File: config.mk
export PLATFORM = sky130hd
export DESIGN_NAME = keypad_scanner
export DESIGN_NICKNAME = d
export VERILOG_FILES = /design/src/rtl/keypad_scanner.sv
export SDC_FILE = /design/constraint.sdc
export NUM_CORES = 1
export LEC_CHECK = 0
export ABC_AREA = 1
export BUFFER_PORTS_ARGS = -buffer_cell sky130_fd_sc_hd__clkbuf_2
export CORE_MARGIN = 2
export CORE_UTILIZATION = 54
export CTS_CLUSTER_DIAMETER = 100
export CTS_CLUSTER_SIZE = 40
export DETAILED_ROUTE_END_ITERATION = 6
export HOLD_SLACK_MARGIN = 0.15
export PLACE_DENSITY = 0.77
export SYNTH_ARGS = -nofsm -noshare
export SYNTH_HDL_FRONTEND = slang
export SYNTH_SLANG_ARGS = --single-unit
File: constraint.sdc
create_clock -name clk -period 3.3 [get_ports clk]
set_clock_uncertainty 0.15 [all_clocks]
set_input_delay 0.165 -clock clk [delete_from_list [all_inputs] [get_ports clk]]
set_output_delay 0.165 -clock clk [all_outputs]
set_load 0.005 [all_outputs]
File: src/rtl/keypad_scanner.sv
`default_nettype none
// ============================================================================
// Module   : keypad_scanner
// Brief    : 4x4 matrix keypad scanner with full-frame debounce. Drives one
//            active-low column at a time, samples synchronized rows, and
//            accepts a single key press/release only after DB_FRAMES
//            consecutive identical frames.
// Revision : 1.0 - initial release
// ============================================================================
module keypad_scanner #(
   parameter int SCAN_TICKS = 104_165,
   parameter int DB_FRAMES  = 4
) (
   input  logic       clk,
   input  logic       reset_n,
   input  logic [3:0] row,
   output logic [3:0] col,
   output logic [3:0] key_code,
   output logic       key_down,
   output logic       key_valid,
   output logic       key_release
);

   localparam int TIMER_W = (SCAN_TICKS > 1) ? $clog2(SCAN_TICKS) : 1;

   typedef enum logic [1:0] {
      IDLE        = 2'd0,
      DEB_PRESS   = 2'd1,
      PRESSED     = 2'd2,
      DEB_RELEASE = 2'd3
   } state_t;

   logic [3:0]         row_s1_q, row_s2_q;
   logic [TIMER_W-1:0] timer_q, timer_d;
   logic [1:0]         col_idx_q, col_idx_d;
   logic [1:0]         acc_cnt_q, acc_cnt_d;   // 0, 1, or 2 (= two or more)
   logic [3:0]         acc_code_q, acc_code_d;
   state_t             state_q, state_d;
   logic [3:0]         cnt_q, cnt_d;
   logic [3:0]         cand_q, cand_d;
   logic [3:0]         key_code_q, key_code_d;
   logic               key_down_q, key_down_d;
   logic               key_valid_q, key_valid_d;
   logic               key_release_q, key_release_d;

   logic               tick, frame_end, f_none, f_single;
   logic [2:0]         col_lows, sum;
   logic [1:0]         col_row, tot;
   logic [3:0]         frame_code, cnt_inc;

   // Two-flop synchronizer on the asynchronous row lines; idle level is all ones.
   always_ff @(posedge clk or negedge reset_n) begin
      if (!reset_n) begin
         row_s1_q <= 4'b1111;
         row_s2_q <= 4'b1111;
      end else begin
         row_s1_q <= row;
         row_s2_q <= row_s1_q;
      end
   end

   // Scan timer, column index and per-frame accumulation of low rows.
   always_comb begin
      tick       = (timer_q == TIMER_W'(SCAN_TICKS - 1));
      timer_d    = tick ? '0 : timer_q + 1'b1;
      col_idx_d  = tick ? col_idx_q + 2'd1 : col_idx_q;
      col_lows   = 3'd0;
      col_row    = 2'd0;
      for (int i = 0; i < 4; i++) begin
         if (!row_s2_q[i]) begin
            col_lows = col_lows + 3'd1;
            col_row  = 2'(i);
         end
      end
      // Running total including this column's sample, saturated at 2 (multi).
      sum        = {1'b0, acc_cnt_q} + col_lows;
      tot        = (sum >= 3'd2) ? 2'd2 : sum[1:0];
      frame_code = (acc_cnt_q == 2'd0 && col_lows == 3'd1) ? {col_row, col_idx_q} : acc_code_q;
      frame_end  = tick && (col_idx_q == 2'd3);
      f_none     = (tot == 2'd0);
      f_single   = (tot == 2'd1);
      acc_cnt_d  = acc_cnt_q;
      acc_code_d = acc_code_q;
      if (tick) begin
         if (frame_end) begin
            acc_cnt_d  = 2'd0;
            acc_code_d = 4'd0;
         end else begin
            acc_cnt_d  = tot;
            acc_code_d = frame_code;
         end
      end
   end

   // Debounce FSM: evaluated only when a frame completes.
   always_comb begin
      state_d       = state_q;
      cnt_d         = cnt_q;
      cand_d        = cand_q;
      key_code_d    = key_code_q;
      key_down_d    = key_down_q;
      key_valid_d   = 1'b0;
      key_release_d = 1'b0;
      cnt_inc       = (cnt_q < 4'(DB_FRAMES)) ? cnt_q + 4'd1 : cnt_q;
      if (frame_end) begin
         case (state_q)
            IDLE: begin
               if (f_single) begin
                  cand_d = frame_code;
                  cnt_d  = 4'd1;
                  if (DB_FRAMES == 1) begin
                     state_d     = PRESSED;
                     key_code_d  = frame_code;
                     key_down_d  = 1'b1;
                     key_valid_d = 1'b1;
                  end else begin
                     state_d = DEB_PRESS;
                  end
               end
            end
            DEB_PRESS: begin
               if (f_single && frame_code == cand_q) begin
                  cnt_d = cnt_inc;
                  if (cnt_inc >= 4'(DB_FRAMES)) begin
                     state_d     = PRESSED;
                     key_code_d  = cand_q;
                     key_down_d  = 1'b1;
                     key_valid_d = 1'b1;
                  end
               end else begin
                  state_d = IDLE;
                  cnt_d   = 4'd0;
               end
            end
            PRESSED: begin
               if (f_none) begin
                  cnt_d = 4'd1;
                  if (DB_FRAMES == 1) begin
                     state_d       = IDLE;
                     key_down_d    = 1'b0;
                     key_release_d = 1'b1;
                  end else begin
                     state_d = DEB_RELEASE;
                  end
               end
            end
            DEB_RELEASE: begin
               if (f_none) begin
                  cnt_d = cnt_inc;
                  if (cnt_inc >= 4'(DB_FRAMES)) begin
                     state_d       = IDLE;
                     key_down_d    = 1'b0;
                     key_release_d = 1'b1;
                  end
               end else begin
                  state_d = PRESSED;
               end
            end
            default: state_d = IDLE;
         endcase
      end
   end

   // State register for scan, accumulation, FSM and registered outputs.
   always_ff @(posedge clk or negedge reset_n) begin
      if (!reset_n) begin
         timer_q       <= '0;
         col_idx_q     <= 2'd0;
         acc_cnt_q     <= 2'd0;
         acc_code_q    <= 4'd0;
         state_q       <= IDLE;
         cnt_q         <= 4'd0;
         cand_q        <= 4'd0;
         key_code_q    <= 4'd0;
         key_down_q    <= 1'b0;
         key_valid_q   <= 1'b0;
         key_release_q <= 1'b0;
      end else begin
         timer_q       <= timer_d;
         col_idx_q     <= col_idx_d;
         acc_cnt_q     <= acc_cnt_d;
         acc_code_q    <= acc_code_d;
         state_q       <= state_d;
         cnt_q         <= cnt_d;
         cand_q        <= cand_d;
         key_code_q    <= key_code_d;
         key_down_q    <= key_down_d;
         key_valid_q   <= key_valid_d;
         key_release_q <= key_release_d;
      end
   end

   assign col         = ~(4'b0001 << col_idx_q);
   assign key_code    = key_code_q;
   assign key_down    = key_down_q;
   assign key_valid   = key_valid_q;
   assign key_release = key_release_q;

endmodule
`default_nettype wire
### Word-level counts from Yosys, hierarchy flattened

Cells that the tools add are included.

| storage, ports and cells | value |
|---|---|
| input port bits | 6 |
| flip-flop bits (word level) | 50 |
| output and inout bits | 11 |
| memories kept | 0 |
| logic and storage cells | 90 |
| bits in latches | 0 |
| bits in read-only memories | 0 |
| RAM bits | 0 |

| operators by class | value |
|---|---|
| muxes and demuxes | 37 |
| eq/ne operators | 16 |
| multiply operators | 0 |
| divide/modulo/power cells | 0 |
| bitwise gates (word level) | 1 |
| shift operators | 1 |
| $lt $le $gt $ge | 3 |
| add/subtract/negate cells | 7 |
| reductions and logical operators | 12 |

Operator list:

| operator | count |
|---|---|
| 2-to-1 mux 4 bit | 7 |
| 2-to-1 mux 2 bit | 10 |
| adder 17 x 1 -> 17 bit (second input constant) | 1 |
| equality test 17 bit (second input constant) | 1 |
| 2-to-1 mux 17 bit | 1 |
| case mux 4 bit (4 select lines) | 1 |
| 2-to-1 mux 1 bit | 13 |
| != test 2 bit (second input constant) | 6 |
| adder 3 x 1 -> 3 bit (second input constant) | 3 |
| 2-to-1 mux 3 bit | 3 |
| case mux 2 bit (4 select lines) | 1 |
| AND reduction 4 bit | 2 |
| equality test 2 bit (second input constant) | 3 |
| zero test 2 bit | 3 |
| != test 3 bit (second input constant) | 2 |
| AND reduction 6 bit | 1 |
| AND reduction 5 bit | 1 |
| adder 4 x 1 -> 4 bit (second input constant) | 1 |
| equality test 2 x 1 -> 1 bit (second input constant) | 2 |
| equality test 4 bit | 1 |
| >= comparator 4 x 3 -> 1 bit (second input constant) | 1 |
| less-than comparator 4 x 3 -> 1 bit (second input constant) | 1 |
| NOT 4 bit | 1 |
| left shift 1 x 2 -> 4 bit (first input constant) | 1 |
| 8 further kinds | 10 |

### Longest topological paths before layout

| depth | value |
|---|---|
| depth in word-level cells | 15 |
| gate-level depth with buffers | 23 |

### Worst setup path after synthesis

OpenSTA, ideal clock, no wires.

| timing path | value |
|---|---|
| path kind | register to register |
| from | register row_s2_q[1] |
| to | register cnt_q[1] |
| data required time | 3.030 ns |
| path buffers | 0 |
| arrival time | 2.814 ns |
| path slack | 0.216 ns |
| cell stages (with the launch flop) | 17 |
| path through | dfstp_2 -> inv_1 -> ha_1 -> inv_1 -> nand2_1 -> nand2_1 -> ha_1 -> nand2_1 -> nand2_2 -> fa_1 -> inv_1 -> nand4_1 -> nand2_1 -> nand3_1 -> nor2_2 -> nand3_1 -> o211a_1 |

| on the way | value |
|---|---|
| cells in the longest elaborated chain, start to end | 12 |

Ends and longest elaborated chain:

| element | RTL line | RTL |
|---|---|---|
| from (decl) | 33 | `logic [3:0] row_s1_q, row_s2_q;` |
| from (signal assigned) | 58 | `row_s2_q <= row_s1_q;` |
| 2-to-1 mux 3 bit | 70 | `if (!row_s2_q[i]) begin` |
| adder 3 x 1 -> 3 bit | 71 | `col_lows = col_lows + 3'd1;` |
| 2-to-1 mux 3 bit | 70 |  |
| adder 3 x 1 -> 3 bit | 71 |  |
| 2-to-1 mux 3 bit | 70 |  |
| adder 2 x 3 -> 3 bit or equality test 3 x 1 -> 1 bit (tied branches) | 76, 78 |  |
| >= comparator 3 x 2 -> 1 bit or logical AND 1 bit (tied branches) | 77, 78 |  |
| 2-to-1 mux 2 bit or 2-to-1 mux 4 bit (tied branches) | 77, 78 |  |
| equality test 2 x 1 -> 1 bit or equality test 4 bit (tied branches) | 81, 122 |  |
| logical AND 1 bit | 122 | `if (f_single && frame_code == cand_q) begin` |
| 2-to-1 mux 4 bit | 122 |  |
| case mux 4 bit (4 select lines) | 106 | `case (state_q)` |
| to (signal assigned) | 184 | `cnt_q <= cnt_d;` |
| to (decl) | 39 | `logic [3:0] cnt_q, cnt_d;` |

Parallel ways exist; a longest one is shown, timed or not.
A chain may end at the register's enable or synchronous reset.

### Worst setup path after layout

| timing path | value |
|---|---|
| from | register row_s2_q[0] |
| to | register state_q[0] |

| on the way | value |
|---|---|
| cells in the longest elaborated chain, start to end | 14 |

Ends and longest elaborated chain:

| element | RTL line | RTL |
|---|---|---|
| 2-to-1 mux 1 bit * | 70 |  |
| adder 3 x 1 -> 3 bit | 71 |  |
| 2-to-1 mux 3 bit * | 70 |  |
| adder 3 x 1 -> 3 bit | 71 |  |
| 2-to-1 mux 3 bit * | 70 |  |
| adder 3 x 1 -> 3 bit | 71 |  |
| 2-to-1 mux 3 bit * | 70 |  |
| adder 2 x 3 -> 3 bit or equality test 3 x 1 -> 1 bit (tied branches) | 76, 78 |  |
| >= comparator 3 x 2 -> 1 bit or logical AND 1 bit (tied branches) | 77, 78 |  |
| 2-to-1 mux 2 bit or 2-to-1 mux 4 bit (tied branches) | 77, 78 |  |
| equality test 2 x 1 -> 1 bit or equality test 4 bit (tied branches) | 81, 122 |  |
| logical AND 1 bit | 122 |  |
| != test 3 bit (no line) or 2-to-1 mux 2 bit (tied branches) | - |  |
| AND reduction 5 bit (no line) or case mux 2 bit (4 select lines) (tied branches) | - |  |
| to (signal assigned) | 183 | `state_q <= state_d;` |
| to (decl) | 38 | `state_t state_q, state_d;` |

Every way passes the cells marked *; elsewhere a longest branch is shown, timed or not.

==> run metrics <==
Post-Syn Area 2680 µm²; area grow syn2layout 14.4%; Vias per Instance 5.02; Post-synth top cells nand2_1, inv_1, dfrtp_1; Worst-path clk slew 0.09 ns; internal power 838 µW; sequential-to-total area share from yosys stat 47.1%; Clock Path Buffers 2; CP Launch Type flop; switch share 25.4%; I/O pin count 17; async set-or-reset flop fraction in the synthesized netlist 100%; largest family of logic cells by synthesized area simple AND/OR/NAND/NOR gates; Worst Path Max Fanout 5; Lkg Pwr 1.56 nW; Synth top area share 39.2%; clock tree root buffer cell clkbuf_8; final hold vios 0; routed len/inst 11.8 µm; switching power 285 µW; Worst-Skew Late Latency 0.29 ns; DIE AREA 5540 µm²; mux share of post-synthesis cell area 0%; Routed Antenna Nets 0; initial detailed-routing violation count 116; DRC Markers 0; Hold Path Class flop to flop; initial antenna violation count 0; Fmax achieved 322 MHz; cells after synthesis 330; Synth Area in Compound Gates 8.03%; routed wire length 5080 µm; Max-Cap Viols 0; Slew @ Worst Pin 0.794 ns; Initial Utilization 56.3%; Ys Warns 0; Clk network pwr share 32.2%; CP Data Arrival Time 3.15 ns; Placer Congestion 0.921; post-synth cell types 35; minimum clock period 3.11 ns; power share of the sequential group 55.7%; XOR/XNOR Fraction of Synth Area 1.63%; syn_nets 348; Peak VDD IR 0.259 mV; #FFs+latches synth 50; Pins Over Slew Limit 0; pin count of the biggest net entering global routing 34; Primary FF master, synth dfrtp_1; setup violators final 0; power per cell area 366 nW/µm²; most numerous cell in the Yosys netlist nand2_1; period utilization 94.2%; port bufs 16; Post-synth EDFFs 0; Via Count 2154; combinational fraction of design power 12.2%; vias in the first global route 1922; depth of the CTS H-tree 2; CTS Sinks 50; site row count 25; share of cells above drive strength 1 19.6%; Horiz. Die Dim 74.4 µm; DP Cell Count 415; Post-Synth Simple-Gate Area 27.9%; Core ar. 4750 µm²; FF/Latch Area 1260 µm²; Die Y 74.4 µm; DRT Pass-1 Iters 4; TritonCTS Buffers 5; # fillers 403; fin area 3060 µm²; fin cells 429; GRT overflow 0; first-pass GRT wire length 8080 µm; gr usage total 19.3%; placed cell area 2860 µm²; Post-DP HPWL 3690 µm; Max-Slew Margin vs Limit 47.1%; syn_area_per_cell 8.12 µm²; critical path data required time 3.34 ns; outcome finished, final reports clean; area of the multi-input gates 1220 µm²; # diodes 0; Final nets 379; Synth area leaders dfrtp_1, nand2_1, inv_1; Crit Path Class flop to flop; leading area contributor after synthesis dfrtp_1; CTS tree built; Post-Synth Adder-Cell Area 5.89%; Setup crit end kind flop
area by class of cell:
| class | instances | area share (%) |
|---|---|---|
| sequential | 50 | 41.2 |
| inverter | 66 | 8.13 |
| timing repair buffer | 25 | 5.23 |
| multi-input combinational | 213 | 39.8 |
| tap | 67 | 2.74 |
| clock inverter | 1 | 0.163 |
| clock buffer | 7 | 2.82 |
registers in the layout, summed over array words and instances (netlist names):
name         count
acc_cnt_q        2
key_down         1
key_valid        1
timer_q         17
key_release      1
cnt_q            4
col_idx_q        2
acc_code_q       4
row_s2_q         4
row_s1_q         4
state_q          2
key_code         4
cand_q           4
power by group through the flow:
stage	combinational [mW]	clock, mW	sequential [mW]
after floorplan	0.0842	0	0.636
after global placement	0.115	0	0.636
after detailed placement	0.119	0	0.637
after CTS	0.124	0.372	0.625
after global routing	0.153	0.400	0.626
final	0.137	0.361	0.625
metrics by stage:
step | setup TNS, ns | util (%) | hold WS, ns | worst slack, ns | total power [mW]
global placement | 0 | 60.2 | 0.104 | 0.103 | 0.752
floorplan | 0 | - | -0.281 | 0.216 | 0.720
finish | 0 | 64.4 | 0.209 | 0.191 | 1.12
detailed placement | 0 | 60.2 | 0.104 | 0.0203 | 0.756
CTS | 0 | 63.3 | 0.210 | 0.00893 | 1.12
global route | -0.0241 | 64.4 | 0.214 | -0.0241 | 1.18
final timing paths:
path	start	cells past startpoint	to	slack (ns)
setup / recovery	row_s2_q[0]	21	state_q[0]	0.19
hold / removal	row_s1_q[3]	0	row_s2_q[3]	0.21
setup reg to reg	row_s2_q[0]	21	state_q[0]	0.19
hold reg to reg	row_s1_q[3]	0	row_s2_q[3]	0.21
max in group asynchronous	reset_n	3	cnt_q[1]	1.92
min in group asynchronous	reset_n	2	timer_q[13]	0.34
repair_timing:
action | in CTS | in global routing
endpoints found under the hold margin | 28 | 0
buffers inserted | 0 | 1
pin swaps | 0 | 6
gates resized for setup | 1 | 13
endpoints found under the setup margin | 1 | 16
hold buffers | 5 | 0
worst max-delay path, stage by stage (launching register included):
cell	delay, ns
dfstp_2	0.54
inv_1	0.06
ha_4	0.28
inv_1	0.06
nand2_2	0.06
nand2_1	0.05
ha_1	0.28
nand2_2	0.06
nand2_2	0.07
fa_2	0.45
inv_2	0.09
nand4_1	0.12
inv_1	0.12
nand2_2	0.07
inv_1	0.05
nand3_1	0.07
nor2_2	0.14
nand3_2	0.08
nand2_1	0.07
nand2_1	0.05
nand2_1	0.05
inv_1	0.04
routing by layer:
layer / share of wire (%) / global-route usage, % / wire [µm]
met1: 47 / 23.8 / 2370
met2: 48 / 33.9 / 2450
met3: 3.7 / 4.07 / 186
met4: 1.3 / 5.95 / 68
met5: 0 / 0 / 0
layout by cell type, fill, tap and decap left out, types with 6 or more instances in the layout:
cell type	instances
nand2_2	8
dfrtp_1	42
nand3_1	22
clkbuf_2	16
o21ai_0	12
nand4_1	6
nor2_1	32
nand2_1	65
clkbuf_8	6
a21oi_1	9
dfstp_2	8
ha_1	10
inv_1	59
kinds of logic (layout without fill, tap and decap cells):
logic type / Yosys count / count (layout)
AND/OR/NAND/NOR: 159 / 159
XOR/XNOR: 5 / 5
AO/OA/AOI/OAI: 37 / 37
flip-flops: 50 / 50
buffers and inverters: 67 / 99
adder cells (fa/ha/maj): 12 / 12
No activity file was read; power rests on OpenSTA's default activity.
